===== src/rtl/mem_hs.sv =====
// Single-port word memory behind a valid/ready request channel; reads return
// through a 2-entry response FIFO with 1-cycle latency, plus usage counters.
module mem_hs #(
  parameter int ADDR_WIDTH = 5,
  parameter int DATA_WIDTH = 8,
  parameter int DEPTH      = 2**ADDR_WIDTH,
  parameter int CNT_WIDTH  = 16
) (
  input  logic                  clk,
  input  logic                  rst,
  input  logic                  req_valid,
  output logic                  req_ready,
  input  logic                  req_write,
  input  logic [ADDR_WIDTH-1:0] req_addr,
  input  logic [DATA_WIDTH-1:0] req_wdata,
  output logic                  rsp_valid,
  input  logic                  rsp_ready,
  output logic [DATA_WIDTH-1:0] rsp_rdata,
  output logic                  rsp_err,
  output logic [CNT_WIDTH-1:0]  rd_count,
  output logic [CNT_WIDTH-1:0]  wr_count,
  output logic [CNT_WIDTH-1:0]  err_count
);

  // One extra bit so DEPTH == 2**ADDR_WIDTH is representable.
  localparam logic [ADDR_WIDTH:0] DEPTH_L = (ADDR_WIDTH+1)'(DEPTH);

  logic [DATA_WIDTH-1:0] r_mem [DEPTH];
  logic [DATA_WIDTH-1:0] r_fifo_data [2];
  logic [1:0]            r_fifo_err;
  logic                  r_wr_ptr;
  logic                  r_rd_ptr;
  logic [1:0]            r_count;
  logic                  r_req_ready;
  logic                  r_rsp_valid;
  logic [CNT_WIDTH-1:0]  r_rd_count;
  logic [CNT_WIDTH-1:0]  r_wr_count;
  logic [CNT_WIDTH-1:0]  r_err_count;

  logic                  w_accept;
  logic                  w_push;
  logic                  w_pop;
  logic                  w_in_range;
  logic [DATA_WIDTH-1:0] w_rd_data;
  logic [1:0]            w_count_nxt;

  assign w_in_range = ({1'b0, req_addr} < DEPTH_L);
  assign w_accept   = req_valid & r_req_ready & ~rst;
  assign w_push     = w_accept & ~req_write;
  assign w_pop      = r_rsp_valid & rsp_ready;

  // Read data for a new push; out-of-range reads return zero.
  always_comb begin
    w_rd_data = {DATA_WIDTH{1'b0}};
    if (w_in_range) begin
      w_rd_data = r_mem[req_addr];
    end else begin
      w_rd_data = {DATA_WIDTH{1'b0}};
    end
  end

  // FIFO occupancy after this edge.
  always_comb begin
    w_count_nxt = r_count;
    case ({w_push, w_pop})
      2'b10:   w_count_nxt = r_count + 2'd1;
      2'b01:   w_count_nxt = r_count - 2'd1;
      default: w_count_nxt = r_count;
    endcase
  end

  // Memory array: not reset, written only by accepted in-range writes.
  always_ff @(posedge clk) begin
    if (w_accept && req_write && w_in_range) begin
      r_mem[req_addr] <= req_wdata;
    end
  end

  // Response FIFO; handshake flags are registered from the next count.
  always_ff @(posedge clk) begin
    if (rst) begin
      r_fifo_data[0] <= {DATA_WIDTH{1'b0}};
      r_fifo_data[1] <= {DATA_WIDTH{1'b0}};
      r_fifo_err     <= 2'b00;
      r_wr_ptr       <= 1'b0;
      r_rd_ptr       <= 1'b0;
      r_count        <= 2'd0;
      r_req_ready    <= 1'b1;
      r_rsp_valid    <= 1'b0;
    end else begin
      if (w_push) begin
        r_fifo_data[r_wr_ptr] <= w_rd_data;
        r_fifo_err[r_wr_ptr]  <= ~w_in_range;
        r_wr_ptr              <= ~r_wr_ptr;
      end
      if (w_pop) begin
        r_rd_ptr <= ~r_rd_ptr;
      end
      r_count     <= w_count_nxt;
      r_req_ready <= (w_count_nxt < 2'd2);
      r_rsp_valid <= (w_count_nxt != 2'd0);
    end
  end

  // Activity counters: read/write wrap, error saturates.
  always_ff @(posedge clk) begin
    if (rst) begin
      r_rd_count  <= {CNT_WIDTH{1'b0}};
      r_wr_count  <= {CNT_WIDTH{1'b0}};
      r_err_count <= {CNT_WIDTH{1'b0}};
    end else begin
      if (w_accept && !req_write) begin
        r_rd_count <= r_rd_count + {{(CNT_WIDTH-1){1'b0}}, 1'b1};
      end
      if (w_accept && req_write) begin
        r_wr_count <= r_wr_count + {{(CNT_WIDTH-1){1'b0}}, 1'b1};
      end
      if (w_accept && !w_in_range && (r_err_count != {CNT_WIDTH{1'b1}})) begin
        r_err_count <= r_err_count + {{(CNT_WIDTH-1){1'b0}}, 1'b1};
      end
    end
  end

  assign req_ready = r_req_ready;
  assign rsp_valid = r_rsp_valid;
  assign rsp_rdata = r_fifo_data[r_rd_ptr];
  assign rsp_err   = r_fifo_err[r_rd_ptr];
  assign rd_count  = r_rd_count;
  assign wr_count  = r_wr_count;
  assign err_count = r_err_count;

endmodule


===== config.mk =====
export PLATFORM = sky130hd
export DESIGN_NAME = mem_hs
export DESIGN_NICKNAME = d
export VERILOG_FILES = /design/src/rtl/mem_hs.sv
export SDC_FILE = /design/constraint.sdc
export NUM_CORES = 1
export LEC_CHECK = 0
export CAP_MARGIN = 20
export CORE_ASPECT_RATIO = 1.4
export CORE_MARGIN = 2
export CORE_UTILIZATION = 40
export CTS_CLUSTER_SIZE = 24
export DETAILED_ROUTE_END_ITERATION = 16
export GPL_TIMING_DRIVEN = 0
export SYNTH_ARGS = -nofsm -noshare
export SYNTH_HDL_FRONTEND = slang
export SYNTH_SLANG_ARGS = --single-unit
export TNS_END_PERCENT = 30

===== constraint.sdc =====
create_clock -name clk -period 6.35 [get_ports clk]
set_input_delay 0.635 -clock clk [delete_from_list [all_inputs] [get_ports clk]]
set_output_delay 0.635 -clock clk [all_outputs]
set_load 0.02 [all_outputs]

# After elaboration in Yosys (flattened, before gate mapping)
# Memory sizes are Yosys's and may differ from the RTL's. A register that Yosys moved wholly into a read port is not among the register bits.
# Index checks and enable logic that the tools add are counted.
# word_totals
rom_bits,0
register_bits,40
output_inout_bits,59
ram_bits,272
in_bits,18
latchBits,0
word_cells,53
n_memories,2
# classes
n_shift,0
order_cmp,4
div,0
n_bitwise,10
muxes,17
multipliers,0
n_reduce_logical,6
eq_ne,2
add_sub_neg,4
# mem_list
name,words,word_bits,read_ports,rd_ports_with_merged_regs,write_ports,line_no,source
r_mem,32,8,1,0,1,28,logic [DATA_WIDTH-1:0] r_mem [DEPTH];
r_fifo_data,2,8,1,1,2,29,logic [DATA_WIDTH-1:0] r_fifo_data [2];
# ops
operator,count
16-bit by 1-bit adder with 16-bit output (second input constant),2
1-bit 2-to-1 mux,14
8-bit 2-to-1 mux,1
8-bit OR reduction,1
1-bit bitwise AND,4
1-bit by 2-bit < comparator with 1-bit output (second input constant),2
1-bit inverter,4
2-bit case mux with 2 select lines,1
1-bit logical AND,3
2-bit by 1-bit adder with 2-bit output (second input constant),1
2-bit bitwise AND,1
2-bit by 1-bit == test with 1-bit output (second input constant),1
2-bit == test (second input constant),1
2-bit < comparator (second input constant),1
2-bit inverter,1
2-bit nonzero test,1
2-bit by 1-bit subtractor with 2-bit output (second input constant),1
1-bit demux with 1-bit select,1
1-bit >= comparator (second input constant),1
1-bit zero test,1

# Logic depth before layout (Yosys ltp)
# Gate-level depths: netlist of the first run.
# depth
ltp_word,8
ltp_mapped,8

# Least setup slack after synthesis of the first run
# No wires, ideal clock.
# synth_path
path_type,input to register
startpoint,input port rst
endpoint,"memory r_mem[24][0], enable pin"
n_path_buf,2
t_arrival_ns,2.088
path_stages,5
required_ns,5.967
setup_ns,0.383
path_slack_ns,3.879
path_cell_list,nand4b_1 buf_2 or3_1 clkbuf_1 nor3_1
# synth_between
elab_chain_len,5
# synth_rtl
element,line_no,source
from (decl),10,"input logic rst,"
1-bit inverter,48,assign w_accept = req_valid & r_req_ready & ~rst;
1-bit bitwise AND,48,
1-bit logical AND,74,if (w_accept && req_write && w_in_range) begin
1-bit 2-to-1 mux,74,
1-bit 2-to-1 mux (implied by the code),75,r_mem[req_addr] <= req_wdata;
to (decl),28,
# Every way passes these cells.

==> results of run 1 <==
## per-layer routing
layer | vias to the layer above | part of all wire, % | track usage, %
li1 | 3412 | - | -
met1 | 3667 | 39 | 22.3
met2 | 238 | 52 | 35.8
met3 | 56 | 4.7 | 2.24
met4 | 0 | 4.2 | 8.42
met5 | - | 0 | 0
## cell usage after synthesis (11+ instances only)
library cell | count | share of area [%]
a21oi_1 | 28 | 1.1
buf_2 | 18 | 0.72
buf_4 | 16 | 0.96
clkbuf_1 | 25 | 0.75
dfxtp_1 | 41 | 6.5
edfxtp_1 | 272 | 65
mux2i_1 | 129 | 10
nand2_1 | 21 | 0.63
nand3_1 | 11 | 0.44
nor2_1 | 55 | 1.6
nor4_1 | 20 | 1.0
o21ai_0 | 11 | 0.44
o22ai_1 | 64 | 3.2
xnor2_1 | 13 | 0.91
## through the flow
step / hold slack (ns) / util (%) / total power (W) / instances
global placement: 0.426 / 44.4 / 0.00257 / 1291
finish: 0.427 / 48.3 / 0.00433 / 1361
CTS: 0.430 / 48.3 / 0.00436 / 1361
floorplan: 0.408 / - / 0.00246 / 843
detailed placement: 0.421 / 45.1 / 0.00259 / 1304
global route: 0.444 / 48.3 / 0.00444 / 1361
## registers in the layout, indices dropped and copies added, names as in the netlist, named ones only
signal,flops
r_count,2
r_fifo_data,16
r_fifo_err,2
r_mem,256
r_rd_ptr,1
r_wr_ptr,1
rd_count,16
req_ready,1
rsp_valid,1
wr_count,16
## worst reg2reg max path: stages (launching register included)
cell and delay, ns:
dfxtp_1 0.36, and4b_1 0.21, clkbuf_1 0.35, nand3_1 0.36, nor3_1 0.72, buf_4 0.29
## report_power, final
group,internal [W],leakage [nW],switching [W]
sequential,0.00225,2.80,0.00000806
combinational,0.000110,1.83,0.000176
clock,0.00102,0.467,0.000768
## cells by family after synthesis
logic type      after synthesis
flops                       313
simple gates                175
mux                         138
compound gates              107
buf+inv                      70
xor+xnor                     21
fa+ha+maj                     3
other cells                   1
## final cells by class
class | count | area, µm² | area share, %
Clock buffer | 41 | 813 | 5.47
Clock inverter | 16 | 150 | 1.01
Buffer | 61 | 313 | 2.10
Inverter | 9 | 33.8 | 0.227
Timing Repair Buffer | 71 | 816 | 5.49
Sequential cell | 313 | 8990 | 60.5
Tap cell | 390 | 488 | 3.28
Multi-Input combinational cell | 460 | 3270 | 22.0
## worst paths after layout
path	start	end	slack, ns	depth (start not counted)
worst max-delay path	req_addr[4]	r_fifo_data[0][5]	3.24	7
worst min-delay path	r_fifo_err[1]	r_fifo_err[1]	0.43	2
worst max register to register	req_ready	r_mem[27][2]	3.77	5
worst min register to register	r_fifo_err[1]	r_fifo_err[1]	0.43	2
==> results by group, run 1 <==
Drt
  • Via-per-instance ratio: approximately 5.4
  • DRT iter0 DRCs: 551
  • Post-DRT Antenna Nets: 0
  • Vias: roughly 7,400
  • Drt pass-1 iters: 5
  • Avg WL per Cell: 23.4 µm
  • Total Routed Length: 31,900 µm
  • Residual DRC: 0

Global routing
  • Initial antenna violation count: 0
  • All-layer global routing usage: approximately a fifth
  • Largest net degree at the start of global routing: 27
  • Wire length of the first global-routing pass: approximately 46,000 µm
  • Vias in the first global route: roughly 7,300
  • Global route overflow: 0

Run
  • Max-capacitance violation count: 0

Logic synthesis
  • Area of the mapped netlist: 12,500 µm²
  • Synth Flop Type: edfxtp_1
  • #FFs+latches synth: between 300 and 400
  • Post-Syn Area per Cell: roughly 15 µm²
  • Post-Synth Adder-Cell Area: less than 1%
  • Simple-gate share of the synthesized area: around 7.7%
  • Cell variety after synth: 41
  • YS warnings: 0
  • Xor and xnor area share after synthesis: between 1 and 1.5%
  • Register area share after synthesis: between 70 and 80%
  • Syn Inst Count: approximately 830
  • Post-synth ARST share: 0%
  • Post-synthesis compound-gate area fraction: between 5 and 6%
  • Post-synth EDFFs: ~270
  • Largest family of logic cells by synthesized area: multiplexers
  • Post-synthesis mux area share: 11.1%

Hold path
  • Worst Hold Class: reg2reg

Timing
  • Setup Viol. Count Final: 0
  • Clock skew: 0.0237 ns
  • Final critical-path share of the clock period: between 40% and 50%
  • Slew margin rel.: approximately a fifth
  • Slack of the critical path: 3.24 ns
  • Worst Max-Slew Pin Slew: approximately 1.2 ns
  • Post-route setup TNS: 0 ns
  • Fin. max-slew vios: 0
  • Fmax: approximately 320 MHz
  • Final hold viol count: 0
  • RSZ-0062 raised after global routing: false
  • Crit path time final: 3.11 ns

Place
  • Placed Area: 13,900 µm²
  • Routability congestion estimate: approximately 0.86
  • Post-DP HPWL: around 22,000 µm
  • Pre-CTS setup slack: 2.73 ns
  • PortBufs: 58

Clock tree
  • Cts hold-fix bufs: 0
  • Clock buffer depth: 3
  • Htree depth: 1
  • Clock transition at path regs: 0.06 ns
  • CTS Buf Count: 31
  • Worst skew pair latency: ~0.59 ns
  • Sinks on Clock Net: approximately 310
  • CTS tree: done
  • CTS Root Cell: clkbuf_16
  • Post-CTS sizing: 0
  • Post-CTS Setup Bufs: 0

Critical path
  • Setup crit start kind: primary input
  • Slowest CP cell: nor4_1
  • Crit path cell chain: clkdlybuf4s50_1, buf_2, or4_1, clkbuf_1, o22ai_1, nor4_1, a21oi_1
  • CP max stage delay: 0.95 ns
  • Top delay family on crit path: buffers and inverters
  • Critical Path Sink Type: register
  • Crit path buffers/inverters: 3
  • Critical Path RT: between 6 and 7 ns
  • Arrival @ worst endpoint: about 3.4 ns
  • Critical path class: in2reg
  • CP max FO: 10

Final layout
  • Fraction of layout cells with a size suffix above 1: 10.4%
  • Most common cell after layout, fill and taps aside: edfxtp_1
  • Finished Cell Area: approximately 15,000 µm²
  • N_diodes: 0
  • Fillers: 2,725
  • Layout Nets: between 900 and 1,000
  • Layout area overhead: 18.5%
  • Most frequent cells in the layout: 272 x edfxtp_1, 129 x mux2i_1, 64 x o22ai_1

Power
  • Peak supply drop: just under 0.2 mV
  • Leak Pwr: between 5 and 6 nW
  • Pwr per Cell Area: approximately 290 nW/µm²

Floorplan
  • Chip width: between 150 and 200 µm
  • Die ar.: between 30,000 and 40,000 µm²
  • # IOs: 77
  • Starting Density: 40.7%
  • Vert. Die Dim: ~210 µm
  • Rows: 76
  • Core area: ~31,000 µm²

Outcome
  • Status: complete, no violations
Note: power is estimated with default switching activity, not from simulation.
==> run 2: changes to the inputs <==
==> constraint.sdc (replaced) <==
create_clock -name clk -period 2.5 [get_ports clk]
set_input_delay 0.25 -clock clk [delete_from_list [all_inputs] [get_ports clk]]
set_output_delay 0.25 -clock clk [all_outputs]
set_load 0.02 [all_outputs]
==> results by group, run 2 (same netlist as run 1, synthesis figures left out) <==
Outcome
  • Status: finished, violations left
  • Failing checks: setup timing

Final layout
  • Top reg by flops: r_mem
  • Register area: 8990 µm² (unchanged)
  • Layout Nets: 968 (unchanged)
  • Most common cell after layout, fill and taps aside: edfxtp_1
  • Fillers: 2,708 (-0.62%)
  • Most frequent cells in the layout: 272 x edfxtp_1, 129 x mux2i_1, 64 x o22ai_1
  • Util after Layout: 48.5% (+0.27 points)
  • Multi-input gate area: 3350 µm² (+2.5%)
  • Fraction of layout cells with a size suffix above 1: 12.4% (+2.0 points)
  • Largest register FFs: 256 (unchanged)
  • Layout area overhead: 19.2%
  • N_diodes: 0 (unchanged)

Power
  • Peak supply drop: 0.500 mV (+150%)
  • Reg power frac: 52.1% (about the same)
  • Pwr Total: 0.0110 W (+150%)
  • Pint: 0.00858 W (+150%)
  • Switching Fraction: 22.0% (about the same)
  • Clock power frac: 41.2% (about the same)
  • Total net switching power: 0.00242 W (+150%)
  • Pwr per Cell Area: 736 nW/µm² (+150%)
  • Leak Pwr: 5.11 nW (+0.38%)
  • Combinational fraction of design power: 6.7% (about the same)

Hold path
  • Hold_sp: r_fifo_err[1]
  • Worst Hold Class: reg2reg
  • Min-Delay Endpoint: r_fifo_err[1]
  • Hold path depth: 2 (unchanged)

Timing
  • Final hold viol count: 0 (unchanged)
  • WHS: 0.427 ns (-0.000221 ns)
  • Worst Max-Slew Pin Slew: 0.992 ns (-0.191 ns)
  • Final critical-path share of the clock period: 101%
  • Clock skew: 0.0252 ns (+0.00143 ns)
  • RSZ-0062 raised after global routing: true
  • Fin. max-slew vios: 0 (unchanged)
  • Slack of the critical path: -0.0137 ns (-3.26 ns)
  • Post-route setup TNS: -0.110 ns (-0.110 ns)
  • Fmax: roughly 400 MHz
  • Slew margin rel.: 33.6% (+12 points)
  • Crit path time final: 2.51 ns
  • Setup Viol. Count Final: 14 (+14)

Drt
  • DRT iter0 DRCs: 609 (+11%)
  • Avg WL per Cell: 23.5 µm (+0.26%)
  • Residual DRC: 0 (unchanged)
  • Total Routed Length: 32,000 µm (+0.26%)
  • Drt pass-1 iters: 6 (+1)
  • Post-DRT Antenna Nets: 0 (unchanged)
  • Vias: 7,385 (+0.16%)
  • Via-per-instance ratio: 5.43 (+0.16%)

Clock tree
  • CTS tree: done
  • CTS Root Cell: clkbuf_16
  • Post-CTS Setup Bufs: 0 (unchanged)
  • Htree depth: 1 (unchanged)
  • Clock buffer depth: 3 (unchanged)
  • Worst skew pair latency: 0.59 ns (about the same)
  • CTS Buf Count: 31 (unchanged)
  • Clock transition at path regs: 0.06 ns (about the same)
  • Sinks on Clock Net: 313 (unchanged)

Floorplan
  • Die ar.: 32,800 µm² (unchanged)
  • # IOs: 77 (unchanged)
  • Chip width: 154 µm (unchanged)
  • Core area: 30,800 µm² (unchanged)
  • Vert. Die Dim: 214 µm (unchanged)
  • Rows: 76 (unchanged)
  • Starting Density: 40.7% (unchanged)

Run
  • Max-capacitance violation count: 0 (unchanged)

Critical path
  • Critical Path RT: 2.69 ns (-3.95 ns)
  • Critical Path Sink Type: register
  • R2R Path End: r_mem[7][3]
  • Critical path class: reg2reg
  • Setup crit start kind: register
  • R2R Setup Slk: -0.01 ns (-3.78 ns)
  • Worst R2R Start: req_ready
  • Worst R2R Path Depth: 4 (-1)
  • CP max FO: 8 (-2)
  • Arrival @ worst endpoint: 2.71 ns (-0.69 ns)

Place
  • PortBufs: 58 (unchanged)
  • Routability congestion estimate: 0.856 (unchanged)
  • Post-DP HPWL: 22,100 µm (unchanged)
  • Pre-CTS setup slack: -0.735 ns (-3.47 ns)

Global routing
  • Vias in the first global route: 7,346 (+0.41%)
  • Initial antenna violation count: 0 (unchanged)
  • All-layer global routing usage: 19.2% (about the same)
  • Largest net degree at the start of global routing: 27 (unchanged)
  • Global route overflow: 0 (unchanged)
  • Wire length of the first global-routing pass: 46,500 µm (+0.13%)
==> run 2: cell count changes in the layout (fill, tap and decap cells not counted), moves of 6 or more <==
cell | previous run | this run
nor4_1 | 20 | 11
nor2_1 | 55 | 49
nor4_2 | 0 | 9
nor2_2 | 0 | 6
==> run 2: timing repair <==
item                                    4_1_cts  5_1_grt
endpoints found under the setup margin       46      172
hold buffers                                  0        0
resized for setup                             7       12
==> run 2: metrics by stage <==
stage / instance area [µm²] / cells
6_report: 15000 / 1361
5_1_grt: 15000 / 1361
4_1_cts: 14900 / 1361
3_5_place_dp: 13900 / 1304
3_3_place_gp: 13700 / 1291
2_1_floorplan: 12600 / 843
==> run 2: worst max-delay path by stage <==
| stage | start | end | slack (ns) | cells after the start |
|---|---|---|---|---|
| finish | req_ready | r_mem[7][3] | -0.01 | 4 |
| global route | req_ready | r_mem[7][5] | -0.14 | 4 |
| CTS | req_ready | r_mem[21][3] | -0.05 | 4 |
| detailed placement | req_addr[1] | r_fifo_data[1][5] | -0.74 | 6 |
| global placement | rst | r_mem[25][0] | -0.91 | 5 |
| floorplan | req_ready | r_mem[24][0] | 0.25 | 5 |
==> run 2: area by class of cell <==
cell class	instances	area share, %
plain buffers	61	2.11
multi-input cells	460	22.4
repair buffers	71	5.46
clock inverters	16	1.00
well taps	390	3.26
inverters	9	0.226
clock buffers	41	5.44
flip-flops and latches	313	60.1
==> run 2: worst max-delay path, stage by stage (launching register included) <==
cell and delay (ns):
dfxtp_1 0.36, and4b_1 0.21, clkbuf_1 0.36, nand3_1 0.38
nor2_1 0.82
==> run 2: power groups by stage <==
stage / Sequential (W) / Combinational (W) / Clock (W)
after detailed placement: 0.00585 / 0.000728 / 0
after CTS: 0.00574 / 0.000735 / 0.00460
after floorplan: 0.00586 / 0.000376 / 0
after global placement: 0.00586 / 0.000679 / 0
final: 0.00574 / 0.000737 / 0.00453
after global routing: 0.00574 / 0.000780 / 0.00475
==> run 2: routing by layer <==
metal	wire length [µm]	part of all wire, %	vias up	track usage, %
li1	-	-	3413	-
met1	12500	39	3666	22.3
met2	16700	52	251	35.8
met3	1540	4.8	55	2.26
met4	1230	3.8	0	8.42
met5	0	0	-	0
==> run 3: changes to the inputs <==
--- a/config.mk
+++ b/config.mk
@@ -8,10 +8,11 @@
 export CAP_MARGIN = 20
 export CORE_ASPECT_RATIO = 1.4
 export CORE_MARGIN = 2
-export CORE_UTILIZATION = 40
+export CORE_UTILIZATION = 53
 export CTS_CLUSTER_SIZE = 24
 export DETAILED_ROUTE_END_ITERATION = 16
 export GPL_TIMING_DRIVEN = 0
+export PLACE_DENSITY = 0.75
 export SYNTH_ARGS = -nofsm -noshare
 export SYNTH_HDL_FRONTEND = slang
 export SYNTH_SLANG_ARGS = --single-unit
==> results by group, run 3 (same netlist as run 1, synthesis figures left out) <==
Final layout
  • Layout area overhead: 17.3%
  • Fraction of layout cells with a size suffix above 1: 12.0% (-0.31 points)
  • Most frequent cells in the layout: 272 x edfxtp_1, 129 x mux2i_1, 64 x o22ai_1
  • Fillers: 1,725 (-36%)
  • Largest register FFs: 256 (unchanged)
  • Top reg by flops: r_mem
  • Most common cell after layout, fill and taps aside: edfxtp_1
  • N_diodes: 0 (unchanged)
  • Finished Cell Area: 14,700 µm² (-1.6%)
  • Layout Nets: 963 (-0.52%)
  • Util after Layout: 63.2% (+15 points)

Critical path
  • CP max FO: 8 (unchanged)
  • Critical Path RT: 2.67 ns (-0.02 ns)
  • Worst R2R Start: req_ready
  • Critical Path Sink Type: register
  • CP startpoint: req_ready
  • Critical path class: reg2reg
  • Setup crit start kind: register
  • Arrival @ worst endpoint: 2.71 ns (about the same)

Drt
  • DRT iter0 DRCs: 705 (+16%)
  • Avg WL per Cell: 23.8 µm (+1.4%)
  • Vias: 7,555 (+2.3%)
  • Residual DRC: 0 (unchanged)
  • Via-per-instance ratio: 5.95 (+9.7%)
  • Total Routed Length: 30,200 µm (-5.5%)
  • Drt pass-1 iters: 5 (-1)
  • Post-DRT Antenna Nets: 0 (unchanged)

Global routing
  • Largest net degree at the start of global routing: 33 (+22%)
  • Vias in the first global route: 7,355 (+0.12%)
  • All-layer global routing usage: 24.0% (+4.8 points)
  • Global route overflow: 0 (unchanged)
  • Initial antenna violation count: 0 (unchanged)
  • Wire length of the first global-routing pass: 43,800 µm (-5.9%)

Power
  • Pwr per Cell Area: 727 nW/µm² (-1.2%)
  • Combinational fraction of design power: 6.7% (about the same)
  • Clock power frac: 39.7% (-1.5 points)
  • Pint: 0.00842 W (-1.9%)
  • Peak supply drop: 0.474 mV (-5.2%)
  • Leak Pwr: 5.05 nW (-1.2%)
  • Total net switching power: 0.00228 W (-5.8%)
  • Pwr Total: 0.0107 W (-2.8%)
  • Switching Fraction: 21.3% (-0.68 points)
  • Reg power frac: 53.6% (+1.5 points)

Timing
  • RSZ-0062 raised after global routing: true
  • Clock skew: 0.0180 ns (-0.00713 ns)
  • Final hold viol count: 0 (unchanged)
  • Worst Max-Slew Pin Slew: 1.16 ns (+0.173 ns)
  • Slack of the critical path: -0.0378 ns (-0.0242 ns)
  • Crit path time final: 2.54 ns (+0.0242 ns)
  • Setup Viol. Count Final: 22 (+8)
  • Final critical-path share of the clock period: 102% (+0.97 points)
  • Fin. max-slew vios: 0 (unchanged)
  • Slew margin rel.: 22.1% (-12 points)
  • Fmax: 394 MHz (-0.95%)

Clock tree
  • Clock transition at path regs: 0.06 ns (about the same)
  • CTS Buf Count: 28 (-9.7%)
  • CTS tree: done
  • CTS Root Cell: clkbuf_16
  • Cts hold-fix bufs: 0 (unchanged)
  • Worst skew pair latency: 0.56 ns (-0.03 ns)
  • Sinks on Clock Net: 313 (unchanged)
  • Clock buffer depth: 3 (unchanged)
  • Htree depth: 1 (unchanged)

Outcome
  • Status: finished, violations left
  • Failing checks: setup timing

Place
  • Post-DP HPWL: 20,700 µm (-6.6%)
  • Placed Area: 13,700 µm² (-1.5%)
  • Pre-CTS setup slack: -0.730 ns (+0.00521 ns)
  • PortBufs: 58 (unchanged)
  • Routability congestion estimate: 0.977 (+14%)

Floorplan
  • Rows: 66 (-13%)
  • # IOs: 77 (unchanged)
  • Starting Density: 53.9% (+13 points)
  • Chip width: 134 µm (-13%)
  • Core area: 23,300 µm² (-24%)
  • Die ar.: 24,900 µm² (-24%)
  • Vert. Die Dim: 186 µm (-13%)

Hold path
  • Worst Hold Class: reg2reg
  • Hold_sp: r_fifo_err[0]

Run
  • Max-capacitance violation count: 0 (unchanged)
run 3: cell types whose count changed in the layout (fill, tap and decap cells not counted), sizes merged:
cell	delta
clkbuf	-4
clkinv	-1
inv	-1
buf	-2
run 3: worst paths after layout:
| kind | slack, ns | cells after the start | to |
|---|---|---|---|
| worst max-delay path | -0.04 | 4 | r_mem[15][4] |
| worst min register to register | 0.43 | 2 | r_fifo_err[0] |
| worst min-delay path | 0.43 | 2 | r_fifo_err[0] |
| worst max register to register | -0.04 | 4 | r_mem[15][4] |
run 3: worst max-delay path, stage by stage (launching register included):
cell and delay [ns]:
dfxtp_1 0.36, and4b_1 0.19, clkbuf_1 0.37, nand3_1 0.47, nor2_1 0.77
run 3: area by class of cell:
class | count | area [µm²] | area share, %
timing repair buffer | 69 | 753 | 5.12
tap | 306 | 383 | 2.60
multi-input combinational | 460 | 3350 | 22.8
inverter | 9 | 33.8 | 0.230
buffer | 61 | 314 | 2.13
clock inverter | 14 | 140 | 0.952
clock buffer | 37 | 756 | 5.13
sequential | 313 | 8990 | 61.1
run 3: repair_timing:
| item | 4_1_cts | 5_1_grt |
|---|---|---|
| gates resized for setup | 6 | 13 |
| setup endpoints to repair | 30 | 144 |
| setup buffers | 0 | 0 |
run 3: layer usage:
| metal | track usage, % | wire length, µm |
|---|---|---|
| met1 | 27.8 | 11000 |
| met5 | 0 | 0 |
| met4 | 10.9 | 1490 |
| met3 | 3.08 | 2030 |
| met2 | 44.5 | 15700 |
run 3: power groups by stage:
stage               Clock, W  Combinational (W)  Sequential (W)
CTS                  0.00428           0.000696         0.00574
finish               0.00425           0.000714         0.00574
global route         0.00448           0.000751         0.00574
detailed placement         0           0.000688         0.00585
floorplan                  0           0.000376         0.00586
global placement           0           0.000657         0.00585
run 3: metrics by stage:
step,cells,TNS (ns),hold slack (ns)
3_3_place_gp,1207,-117.82,0.423
5_1_grt,1269,-6.02,0.448
2_1_floorplan,843,0,0.349
6_report,1269,-0.361,0.430
4_1_cts,1267,-0.140,0.433
3_5_place_dp,1216,-111.24,0.425
